[src/rtl/ro_meas_pkg.sv]
// Shared types and helpers for the ring-oscillator measurement sequencer.
// The next-RO search works on a 16-bit mask, the largest bank size supported.
package ro_meas_pkg;

    typedef enum logic [2:0] {
        StIdle,
        StSettle,
        StCount,
        StReport,
        StFinish
    } state_e;

    localparam int unsigned MaxRo = 16;

    typedef struct packed {
        logic       found;
        logic [3:0] idx;
    } ro_pick_t;

    function automatic int unsigned clog2(input int unsigned value);
        int unsigned result;
        result = 0;
        for (int unsigned i = 0; i < 32; i++) begin
            if ((64'd1 << i) < 64'(value)) begin
                result = i + 1;
            end
        end
        return result;
    endfunction

    // Lowest set mask bit at or above index 'from'.
    function automatic ro_pick_t next_ro(input logic [MaxRo-1:0] mask, input int unsigned from);
        ro_pick_t pick;
        pick = '0;
        for (int i = MaxRo - 1; i >= 0; i--) begin
            if (i >= int'(from) && mask[i]) begin
                pick.found = 1'b1;
                pick.idx   = 4'(i);
            end
        end
        return pick;
    endfunction

endpackage

[src/rtl/ro_edge_sync.sv]
// Synchronizes one asynchronous RO output and emits a one-cycle pulse per rising edge.
// Input-to-pulse latency is SYNC_STAGES+1 cycles.
module ro_edge_sync #(
    parameter int unsigned SYNC_STAGES = 2
) (
    input  logic clk,
    input  logic rst,
    input  logic clear,
    input  logic ro_in,
    output logic edge_pulse
);

    logic [SYNC_STAGES-1:0] sync_q;
    logic                   sync_d_q;
    logic                   pulse_q;

    always_ff @(posedge clk) begin
        if (rst || clear) begin
            sync_q   <= '0;
            sync_d_q <= 1'b0;
            pulse_q  <= 1'b0;
        end else begin
            sync_q   <= {sync_q[SYNC_STAGES-2:0], ro_in};
            sync_d_q <= sync_q[SYNC_STAGES-1];
            pulse_q  <= sync_q[SYNC_STAGES-1] & ~sync_d_q;
        end
    end

    assign edge_pulse = pulse_q;

endmodule

[src/rtl/ro_meas_sequencer.sv]
// Sweeps the unmasked ring oscillators one at a time: enable, settle, count edges
// over a fixed window, report. Only one RO is ever enabled.
module ro_meas_sequencer
    import ro_meas_pkg::*;
#(
    parameter int unsigned N_RO          = 4,
    parameter int unsigned WIN_CYCLES    = 1024,
    parameter int unsigned SETTLE_CYCLES = 8,
    parameter int unsigned CNT_W         = 16,
    parameter int unsigned SYNC_STAGES   = 2
) (
    input  logic                     i_Clk,
    input  logic                     i_Rst,
    input  logic                     i_Start,
    input  logic                     i_Abort,
    input  logic [N_RO-1:0]          i_RO_mask,
    input  logic [N_RO-1:0]          i_RO_out,
    output logic [N_RO-1:0]          o_RO_enable,
    output logic [N_RO-1:0]          o_RO_sel,
    output logic                     o_Busy,
    output logic                     o_Valid,
    output logic [CNT_W-1:0]         o_Count,
    output logic [clog2(N_RO)-1:0]   o_RO_idx,
    output logic                     o_Overflow,
    output logic                     o_Done
);

    localparam int unsigned IdxW = clog2(N_RO);
    localparam int unsigned WinW = clog2(WIN_CYCLES + 1);
    localparam int unsigned SetW = clog2(SETTLE_CYCLES + 1);

    localparam logic [CNT_W-1:0] CntMax     = '1;
    localparam logic [WinW-1:0]  WinLast    = WinW'(WIN_CYCLES - 1);
    localparam logic [SetW-1:0]  SettleLast = SetW'(SETTLE_CYCLES - 1);
    localparam logic [N_RO-1:0]  OneLsb     = N_RO'(1);

    state_e            state_q;
    logic [N_RO-1:0]   mask_q;
    logic [IdxW-1:0]   idx_q;
    logic [SetW-1:0]   settle_q;
    logic [WinW-1:0]   win_q;
    logic [CNT_W-1:0]  cnt_q;
    logic              ovf_q;
    logic [N_RO-1:0]   enable_q;
    logic              busy_q;
    logic              valid_q;
    logic [CNT_W-1:0]  count_q;
    logic [IdxW-1:0]   ro_idx_q;
    logic              overflow_q;
    logic              done_q;

    logic [MaxRo-1:0]  start_mask;
    logic [MaxRo-1:0]  held_mask;
    ro_pick_t          first_pick;
    ro_pick_t          later_pick;
    logic [CNT_W-1:0]  cnt_next;
    logic              ovf_next;
    logic              edge_pulse;
    logic              sync_clear;

    // History is flushed whenever no RO is being measured, so each RO starts clean.
    assign sync_clear = (state_q != StSettle) && (state_q != StCount);

    ro_edge_sync #(
        .SYNC_STAGES(SYNC_STAGES)
    ) u_edge_sync (
        .clk       (i_Clk),
        .rst       (i_Rst),
        .clear     (sync_clear),
        .ro_in     (i_RO_out[idx_q]),
        .edge_pulse(edge_pulse)
    );

    always_comb begin
        start_mask             = '0;
        start_mask[N_RO-1:0]   = i_RO_mask;
        held_mask              = '0;
        held_mask[N_RO-1:0]    = mask_q;
        first_pick             = next_ro(start_mask, 0);
        later_pick             = next_ro(held_mask, 32'(idx_q) + 32'd1);
    end

    always_comb begin
        cnt_next = cnt_q;
        ovf_next = ovf_q;
        if (edge_pulse) begin
            if (cnt_q == CntMax) begin
                ovf_next = 1'b1;
            end else begin
                cnt_next = cnt_q + 1'b1;
            end
        end
    end

    always_ff @(posedge i_Clk) begin
        if (i_Rst) begin
            state_q    <= StIdle;
            mask_q     <= '0;
            idx_q      <= '0;
            settle_q   <= '0;
            win_q      <= '0;
            cnt_q      <= '0;
            ovf_q      <= 1'b0;
            enable_q   <= '0;
            busy_q     <= 1'b0;
            valid_q    <= 1'b0;
            count_q    <= '0;
            ro_idx_q   <= '0;
            overflow_q <= 1'b0;
            done_q     <= 1'b0;
        end else begin
            valid_q <= 1'b0;
            done_q  <= 1'b0;
            if (i_Abort && state_q != StIdle && state_q != StFinish) begin
                state_q  <= StFinish;
                enable_q <= '0;
                done_q   <= 1'b1;
            end else begin
                unique case (state_q)
                    StIdle: begin
                        if (i_Start && !i_Abort) begin
                            mask_q <= i_RO_mask;
                            busy_q <= 1'b1;
                            if (first_pick.found) begin
                                state_q  <= StSettle;
                                idx_q    <= IdxW'(first_pick.idx);
                                enable_q <= OneLsb << first_pick.idx;
                                settle_q <= '0;
                            end else begin
                                state_q <= StFinish;
                                done_q  <= 1'b1;
                            end
                        end
                    end
                    StSettle: begin
                        if (settle_q == SettleLast) begin
                            state_q <= StCount;
                            win_q   <= '0;
                            cnt_q   <= '0;
                            ovf_q   <= 1'b0;
                        end else begin
                            settle_q <= settle_q + 1'b1;
                        end
                    end
                    StCount: begin
                        cnt_q <= cnt_next;
                        ovf_q <= ovf_next;
                        win_q <= win_q + 1'b1;
                        if (win_q == WinLast) begin
                            state_q    <= StReport;
                            enable_q   <= '0;
                            valid_q    <= 1'b1;
                            count_q    <= cnt_next;
                            overflow_q <= ovf_next;
                            ro_idx_q   <= idx_q;
                        end
                    end
                    StReport: begin
                        if (later_pick.found) begin
                            state_q  <= StSettle;
                            idx_q    <= IdxW'(later_pick.idx);
                            enable_q <= OneLsb << later_pick.idx;
                            settle_q <= '0;
                        end else begin
                            state_q <= StFinish;
                            done_q  <= 1'b1;
                        end
                    end
                    StFinish: begin
                        state_q <= StIdle;
                        busy_q  <= 1'b0;
                    end
                    default: begin
                        state_q <= StIdle;
                        busy_q  <= 1'b0;
                    end
                endcase
            end
        end
    end

    assign o_RO_enable = enable_q;
    assign o_RO_sel    = enable_q;
    assign o_Busy      = busy_q;
    assign o_Valid     = valid_q;
    assign o_Count     = count_q;
    assign o_RO_idx    = ro_idx_q;
    assign o_Overflow  = overflow_q;
    assign o_Done      = done_q;

endmodule
[config.mk]
export PLATFORM = sky130hd
export DESIGN_NAME = ro_meas_sequencer
export DESIGN_NICKNAME = d
export VERILOG_FILES = /design/src/rtl/ro_meas_pkg.sv /design/src/rtl/ro_edge_sync.sv /design/src/rtl/ro_meas_sequencer.sv
export SDC_FILE = /design/constraint.sdc
export NUM_CORES = 1
export LEC_CHECK = 0
export CAP_MARGIN = 30
export CELL_PAD_IN_SITES_DETAIL_PLACEMENT = 0
export CELL_PAD_IN_SITES_GLOBAL_PLACEMENT = 1
export CORE_ASPECT_RATIO = 0.8
export CORE_MARGIN = 2
export CORE_UTILIZATION = 43
export CTS_CLUSTER_DIAMETER = 50
export CTS_CLUSTER_SIZE = 12
export DETAILED_ROUTE_END_ITERATION = 12
export DONT_BUFFER_PORTS = 1
export PLACE_DENSITY = 0.72
export SLEW_MARGIN = 20
export SYNTH_ARGS = -nofsm -noshare
export SYNTH_HDL_FRONTEND = slang
export SYNTH_SLANG_ARGS = --single-unit
[constraint.sdc]
create_clock -name i_Clk -period 1.6 [get_ports i_Clk]
set_input_delay 0.24 -clock i_Clk [delete_from_list [all_inputs] [get_ports i_Clk]]
set_output_delay 0.24 -clock i_Clk [all_outputs]
set_load 0.02 [all_outputs]
==> results of run 1 <==
metal layers:
layer,global-route usage,part of all wire,vias up
li1,-,-,1770
met1,0.361,0.49,1826
met2,0.354,0.44,91
met3,0.0568,0.060,14
met4,0.0606,0.012,0
met5,0,0,-
power breakdown:
part / internal (mW) / leakage [nW] / switching (mW)
clock network: 0.723 / 0.0956 / 0.740
registers: 1.77 / 0.578 / 0.0568
logic: 0.246 / 1.42 / 0.273
logic make-up (layout without fill, tap and decap cells):
family | Yosys count | after routing | share of synthesized area
AO/OA/AOI/OAI | 103 | 104 | 0.184
adder cells (fa/ha/maj) | 3 | 3 | 0.0106
XOR/XNOR | 15 | 15 | 0.0372
flip-flops | 70 | 70 | 0.397
multiplexers | 8 | 8 | 0.0269
AND/OR/NAND/NOR | 194 | 194 | 0.297
buffers and inverters | 32 | 153 | 0.0475
sequential cells by signal, indices dropped and copies added (netlist names), 2 cells and up:
register / cells
state_q: 3
cnt_q: 16
o_RO_idx: 2
o_Count: 16
settle_q: 4
idx_q: 2
o_RO_enable: 4
u_edge_sync.sync_q: 2
mask_q: 3
win_q: 11
metrics by stage:
stage               cell area (sq um)  setup TNS, ns  std cells   util  power [mW]
floorplan                        3630         -0.510        425      -        2.11
detailed placement               4370          -3.22        604  0.550        2.24
global route                     5550          -3.42        655  0.698        3.95
CTS                              5060         -0.945        636  0.636        3.73
finish                           5550          -1.23        655  0.698        3.81
global placement                 4370          -2.33        604  0.550        2.23
synth_stat cells (2+ instances only):
library cell  instances
o21ai_0              17
a31oi_1               3
nor3b_1               3
mux2i_1               5
and3_1                4
a21oi_1              44
nor2b_1               5
o22ai_1               3
and4_1                4
and2_1                6
or2_2                 3
a211oi_1             10
or4_1                 3
xor2_1                5
nand2b_1              9
a22o_1                2
a21o_1                2
buf_4                 6
buf_2                 8
nand4b_1              2
buf_6                 2
inv_1                 7
or3_1                 4
nand3b_1              3
xnor2_1              10
nand3_1              23
nor3_1                9
clkbuf_1              9
ha_1                  3
nor4_1               11
o21bai_1              3
nand3_2               2
nor2_1               37
nand2_1              48
mux2_2                2
nand4_1               6
dfxtp_1              70
o211ai_1              8
cell usage in the layout, fill, tap and decap left out, drive strengths merged, types with 6 or more instances in the layout:
master / instances
o21ai: 17
a211oi: 10
clkbuf: 10
buf: 129
nor2: 39
a21oi: 44
and2: 7
and4: 6
xnor2: 10
dfxtp: 70
nand4: 6
inv: 8
nand3: 25
nor3: 9
nor4: 11
nand2b: 9
o211ai: 8
nand2: 48
critical path: cells and delay by family, from the launching register on:
kind	cells	cell delay [ns]
fa+ha+maj	1	0.18
simple gates	3	0.63
flops	1	0.36
mux	1	0.32
compound gates	1	0.11
repair_timing:
| item | in CTS | in global routing |
|---|---|---|
| buffers inserted | 13 | 20 |
| cloned | 3 | 1 |
| resized for setup | 81 | 89 |
| pin swaps | 32 | 45 |
| hold endpoints to repair | 37 | 37 |
| endpoints found under the setup margin | 47 | 59 |
final cells by class:
class,instances,area (sq um),share of cell area
repair buffers,130,1140,0.206
inverters,7,26.3,0.00473
multi-input cells,324,2610,0.470
clock buffers,9,124,0.0223
flip-flops and latches,70,1440,0.259
well taps,108,135,0.0243
clock inverters,7,72.6,0.0131
worst max-delay path by stage:
stage | to | slack, ns | depth (start not counted)
finish | o_Count[1]$_SDFFE_PP0P_ | -0.10 | 6
detailed placement | idx_q[0]$_SDFFE_PP0P_ | -0.20 | 5
global route | cnt_q[10]$_SDFFE_PP0P_ | -0.14 | 6
global placement | idx_q[1]$_SDFFE_PP0P_ | -0.15 | 5
floorplan | cnt_q[10]$_SDFFE_PP0P_ | -0.16 | 7
CTS | settle_q[2]$_SDFFE_PP0P_ | -0.11 | 6
==> summary.txt, run 1 <==
Die X: 105 microns
1st-pass router iterations: 5
Syn-to-layout area delta: 57.2%
Fmax: 587 MHz
Worst hold margin: 0.0589 ns
Worst hold stages: 2
Die Y: 85.0 microns
Synth warn: 0
Num Clock Sinks: 70
Critical path data required time: 1.84 ns
Area leader, netlist: dfxtp_1
Die Area: 8950 sq um
Hold path start: i_Rst
Top cells by area, synth: dfxtp_1 (40%), a21oi_1 (6.2%), nand2_1 (5.1%), nor2_1 (3.9%), nand3_1 (3.3%)
RR Startpoint: cnt_q[1]$_SDFFE_PP0P_
Diodes inserted: 0
Crit end category: register
Worst reg-to-reg path cell count: 6
DR iter-0 viols: 268
First-pass GRT wire length: 17200 microns
Worst-path clk slew: 0.09 ns
Unrepaired setup endpoints after global routing: true
I/O pins: 42
DRT Wirelength: 11700 microns
MaxCap Viol Count: 0
Critical path launch point: cnt_q[1]$_SDFFE_PP0P_
Sequential-to-total area share from yosys stat: 0.397
Number of vias per cell: 5.65
Largest net degree at the start of global routing: 46
DRT antenna net count: 0
Initial antenna violation count: 0
Unique cell type count in the Yosys netlist: 62
Hold endpoint: o_Count[15]$_SDFFE_PP0P_
Gr ovfl total: 0
FP Rows: 29
Post-Syn Area: 3530 sq um
Hold Path Class: in -> reg
Ys async rst share: 0
H-tree depth: 3
CP max stage cell: dfxtp_2
Nets: 557
Starting Density: 0.444
Worst-path cell chain: ha_4 > and4_4 > nand4_1 > nand2_2 > mux2i_2 > a211oi_2
Tmin final: 1.70 ns
Syn nets: 440
Peak supply drop: 0.000485 V
Clock Path Buffers: 2
Max incr delay on CP: 0.36 ns
Final Hold Vio Count: 0
Arrival time worst endpoint: 1.94 ns
CP Max Fanout: 4
Post-DR wirelength/cell: 17.8 microns
Vias in the first global route: 3435
Gate Count Post-Synth: 425
Failing checks: negative setup slack
Fill cells: 609
Fin crit share: 1.06
Hpwl dp: 7020 microns
Share of cells above drive strength 1: 0.512
Worst Setup Start Kind: register
Buffers on Ports: 0
Syn avg cell area: 8.31 sq um
Total Routing Usage GR: 0.243
Worst slew margin: 0.711
CTS tree: yes
Root buffer cell: clkbuf_8
DR vias: 3701
Pre-CTS setup slack: -0.202 ns
Slew Viols, Final: 0
Top-area cell type share of the netlist area: 0.397
Ys flop type: dfxtp_1
CORE AREA: 7950 sq um
DRC: 0
Inserted Clock Buffers: 9
Worst-Margin Slew: 0.433 ns
Crit path kind: reg -> reg
Worst reg2reg setup slack: -0.10 ns
Status: finished with violations
Final setup viols: 27
Leakage power: 2.09 nW
EDFF count, synth: 0
Pwr dens: 686 nW/um^2
Final Skew: 0.0139 ns
Post-route setup slack: -0.104 ns
Clk_lat worst skew: 0.35 ns
Reg2reg end: o_Count[1]$_SDFFE_PP0P_
Routability cong.: 0.887
Synthesis-stage register bit count: 70
No activity file was read; power rests on OpenSTA's default activity.
==> inputs of run 2 (changes only) <==
Settings changed: SETUP_SLACK_MARGIN set to 0.15.
==> run 2 against run 1 <==
Compared with the run above:
- the flow still finishes with violations (negative setup slack)
- wire length is 8.4% lower
- register-to-register slack better by 0.03 ns
- core utilization shrank 0.54 points
- total power rose by 2.8%
- largest cell class unchanged
==> summary.txt, run 2 (synthesized netlist as in run 1, its figures left out) <==
Syn-to-layout area delta: 56.0% (was 57.2%)
Hold endpoint: mask_q[3]$_SDFFE_PP0P_ (was o_Count[15]$_SDFFE_PP0P_)
I/O pins: 42 (unchanged)
MaxCap Viol Count: 0 (unchanged)
DRC: 0 (unchanged)
Peak supply drop: 0.000572 V (was 0.000485 V)
First-pass GRT wire length: 17200 microns (about the same)
DR iter-0 viols: 218 (was 268)
Commonest non-fill, non-tap cell in the layout: buf_4 (unchanged)
Clock Path Buffers: 2 (unchanged)
Fin crit share: 1.05 (was 1.06)
Routability cong.: 0.810 (was 0.887)
Share of cells above drive strength 1: 0.494 (was 0.512)
Worst slew margin: 0.721 (was 0.711)
DRT Wirelength: 10700 microns (was 11700 microns)
Slew Viols, Final: 0 (unchanged)
Unrepaired setup endpoints after global routing: true (unchanged)
Failing checks: negative setup slack (unchanged)
Initial antenna violation count: 0 (unchanged)
Met3 usage: 0.0545 (was 0.0568)
Fmax: 597 MHz (was 587 MHz)
Worst reg2reg setup slack: -0.08 ns (was -0.10 ns)
Worst-path clk slew: 0.08 ns (was 0.09 ns)
Met1 GRT Util: 0.337 (was 0.361)
Gr ovfl total: 0 (unchanged)
Post-route setup slack: -0.0752 ns (was -0.104 ns)
Largest net degree at the start of global routing: 38 (was 46)
Arrival time worst endpoint: 1.92 ns (was 1.94 ns)
Starting Density: 0.444 (unchanged)
Root buffer cell: clkbuf_8 (unchanged)
DRT antenna net count: 0 (unchanged)
CTS tree: yes (unchanged)
RR Startpoint: settle_q[1]$_SDFFE_PP0P_ (was cnt_q[1]$_SDFFE_PP0P_)
Hold path start: i_RO_mask[3] (was i_Rst)
Diodes inserted: 0 (unchanged)
Top Usage Layer GRT: met2 (was met1)
Total Routing Usage GR: 0.244 (was 0.243)
Die Y: 85.0 microns (unchanged)
Worst hold stages: 2 (unchanged)
1st-pass router iterations: 4 (was 5)
Status: finished with violations (unchanged)
Crit end category: register (unchanged)
Commonest cells after routing, fill and taps aside: buf_4 (90), dfxtp_1 (52), nand2_1 (41), a21oi_1 (29), nor2_1 (27) (was buf_4 (107), dfxtp_1 (47), nand2_1 (39), a21oi_1 (31), nor2_1 (27))
Pwr dens: 711 nW/um^2 (was 686 nW/um^2)
Vias in the first global route: 3505 (was 3435)
Crit path kind: reg -> reg (unchanged)
Die Area: 8950 sq um (unchanged)
Leakage power: 2.08 nW (was 2.09 nW)
Tmin final: 1.68 ns (was 1.70 ns)
Final setup viols: 19 (was 27)
Inserted Clock Buffers: 9 (unchanged)
Routing usage on met2: 0.381 (was 0.354)
Buffers on Ports: 0 (unchanged)
Worst Setup Start Kind: register (unchanged)
FP Rows: 29 (unchanged)
Die X: 105 microns (unchanged)
Power Total: 3.92 mW (was 3.81 mW)
DR vias: 3624 (was 3701)
Hpwl dp: 6850 microns (was 7020 microns)
Clk_lat worst skew: 0.35 ns (about the same)
Num Clock Sinks: 70 (unchanged)
Final Hold Vio Count: 0 (unchanged)
Nets: 544 (was 557)
Reg2reg end: win_q[10]$_SDFFE_PP0P_ (was o_Count[1]$_SDFFE_PP0P_)
H-tree depth: 3 (unchanged)
Worst reg-to-reg path cell count: 7 (was 6)
Fill cells: 620 (was 609)
CORE AREA: 7950 sq um (unchanged)
Worst-Margin Slew: 0.413 ns (was 0.433 ns)
Hold Path Class: in -> reg (unchanged)
Number of vias per cell: 5.64 (was 5.65)
Post-DR wirelength/cell: 16.7 microns (was 17.8 microns)
Post-layout util: 0.693 (was 0.698)
CP Max Fanout: 8 (was 4)
Final Skew: 0.00867 ns (was 0.0139 ns)
Critical path data required time: 1.85 ns (was 1.84 ns)
-- run 2: cell types whose count changed in the layout (fill, tap and decap cells not counted), moves of 3 or more --
cell     delta
nand3_1     -3
dfxtp_1     +5
nor3_4      +3
nor2_2      -4
buf_4      -17
nor2_4      +4
buf_6       +7
dfxtp_2     -6
-- run 2: critical path: stages, from the launching register on --
cell	delay, ns
dfxtp_2	0.36
ha_4	0.13
nand3b_1	0.17
o21a_1	0.27
buf_12	0.17
nor4bb_4	0.27
xnor2_1	0.15
nor2_1	0.05
-- run 2: layer usage --
metal,share of wire,wire (microns)
met5,0,0
met4,0.013,137
met3,0.055,593
met2,0.45,4760
met1,0.49,5200
-- run 2: worst max path at each step --
stage	startpoint	endpoint	slack [ns]	depth (start not counted)
5_1_grt	cnt_q[1]$_SDFFE_PP0P_	o_Count[10]$_SDFFE_PP0P_	-0.16	7
2_1_floorplan	cnt_q[12]$_SDFFE_PP0P_	cnt_q[10]$_SDFFE_PP0P_	-0.16	7
3_5_place_dp	i_RO_mask[0]	idx_q[1]$_SDFFE_PP0P_	-0.19	5
6_report	settle_q[1]$_SDFFE_PP0P_	win_q[10]$_SDFFE_PP0P_	-0.08	7
4_1_cts	settle_q[1]$_SDFFE_PP0P_	win_q[10]$_SDFFE_PP0P_	-0.05	7
3_3_place_gp	i_RO_mask[0]	idx_q[1]$_SDFFE_PP0P_	-0.16	5
-- run 2: metrics by stage --
step / area (sq um) / cells / worst slack [ns] / hold slack, ns / setup TNS, ns
detailed placement: 4480 / 591 / -0.187 / 0.307 / -1.02
global route: 5510 / 642 / -0.165 / 0.0193 / -3.19
global placement: 4480 / 591 / -0.157 / 0.307 / -0.644
finish: 5510 / 642 / -0.0752 / 0.0276 / -0.468
CTS: 5220 / 629 / -0.0525 / 0.00787 / -0.341
floorplan: 3890 / 425 / -0.163 / 0.367 / -0.467
-- run 2: what timing repair did --
item                       CTS  global route
hold endpoints to repair    37             0
setup endpoints to repair   54            61
pin swaps                   54            38
hold buffers                 1             0
buffers inserted            19            13
gates cloned                 2             0
gates resized for setup     94            44
-- run 2: cell type report --
cell class / instances / area (sq um) / area share
Multi-Input combinational cell: 323 / 2630 / 0.478
Sequential cell: 70 / 1440 / 0.261
Timing Repair Buffer: 118 / 1050 / 0.192
Tap cell: 108 / 135 / 0.0245
Clock buffer: 9 / 124 / 0.0225
Clock inverter: 7 / 97.6 / 0.0177
Inverter: 7 / 26.3 / 0.00477
-- run 2: power by group --
part / switching [mW] / internal (mW)
clock network: 0.727 / 0.882
logic: 0.253 / 0.231
registers: 0.0555 / 1.77
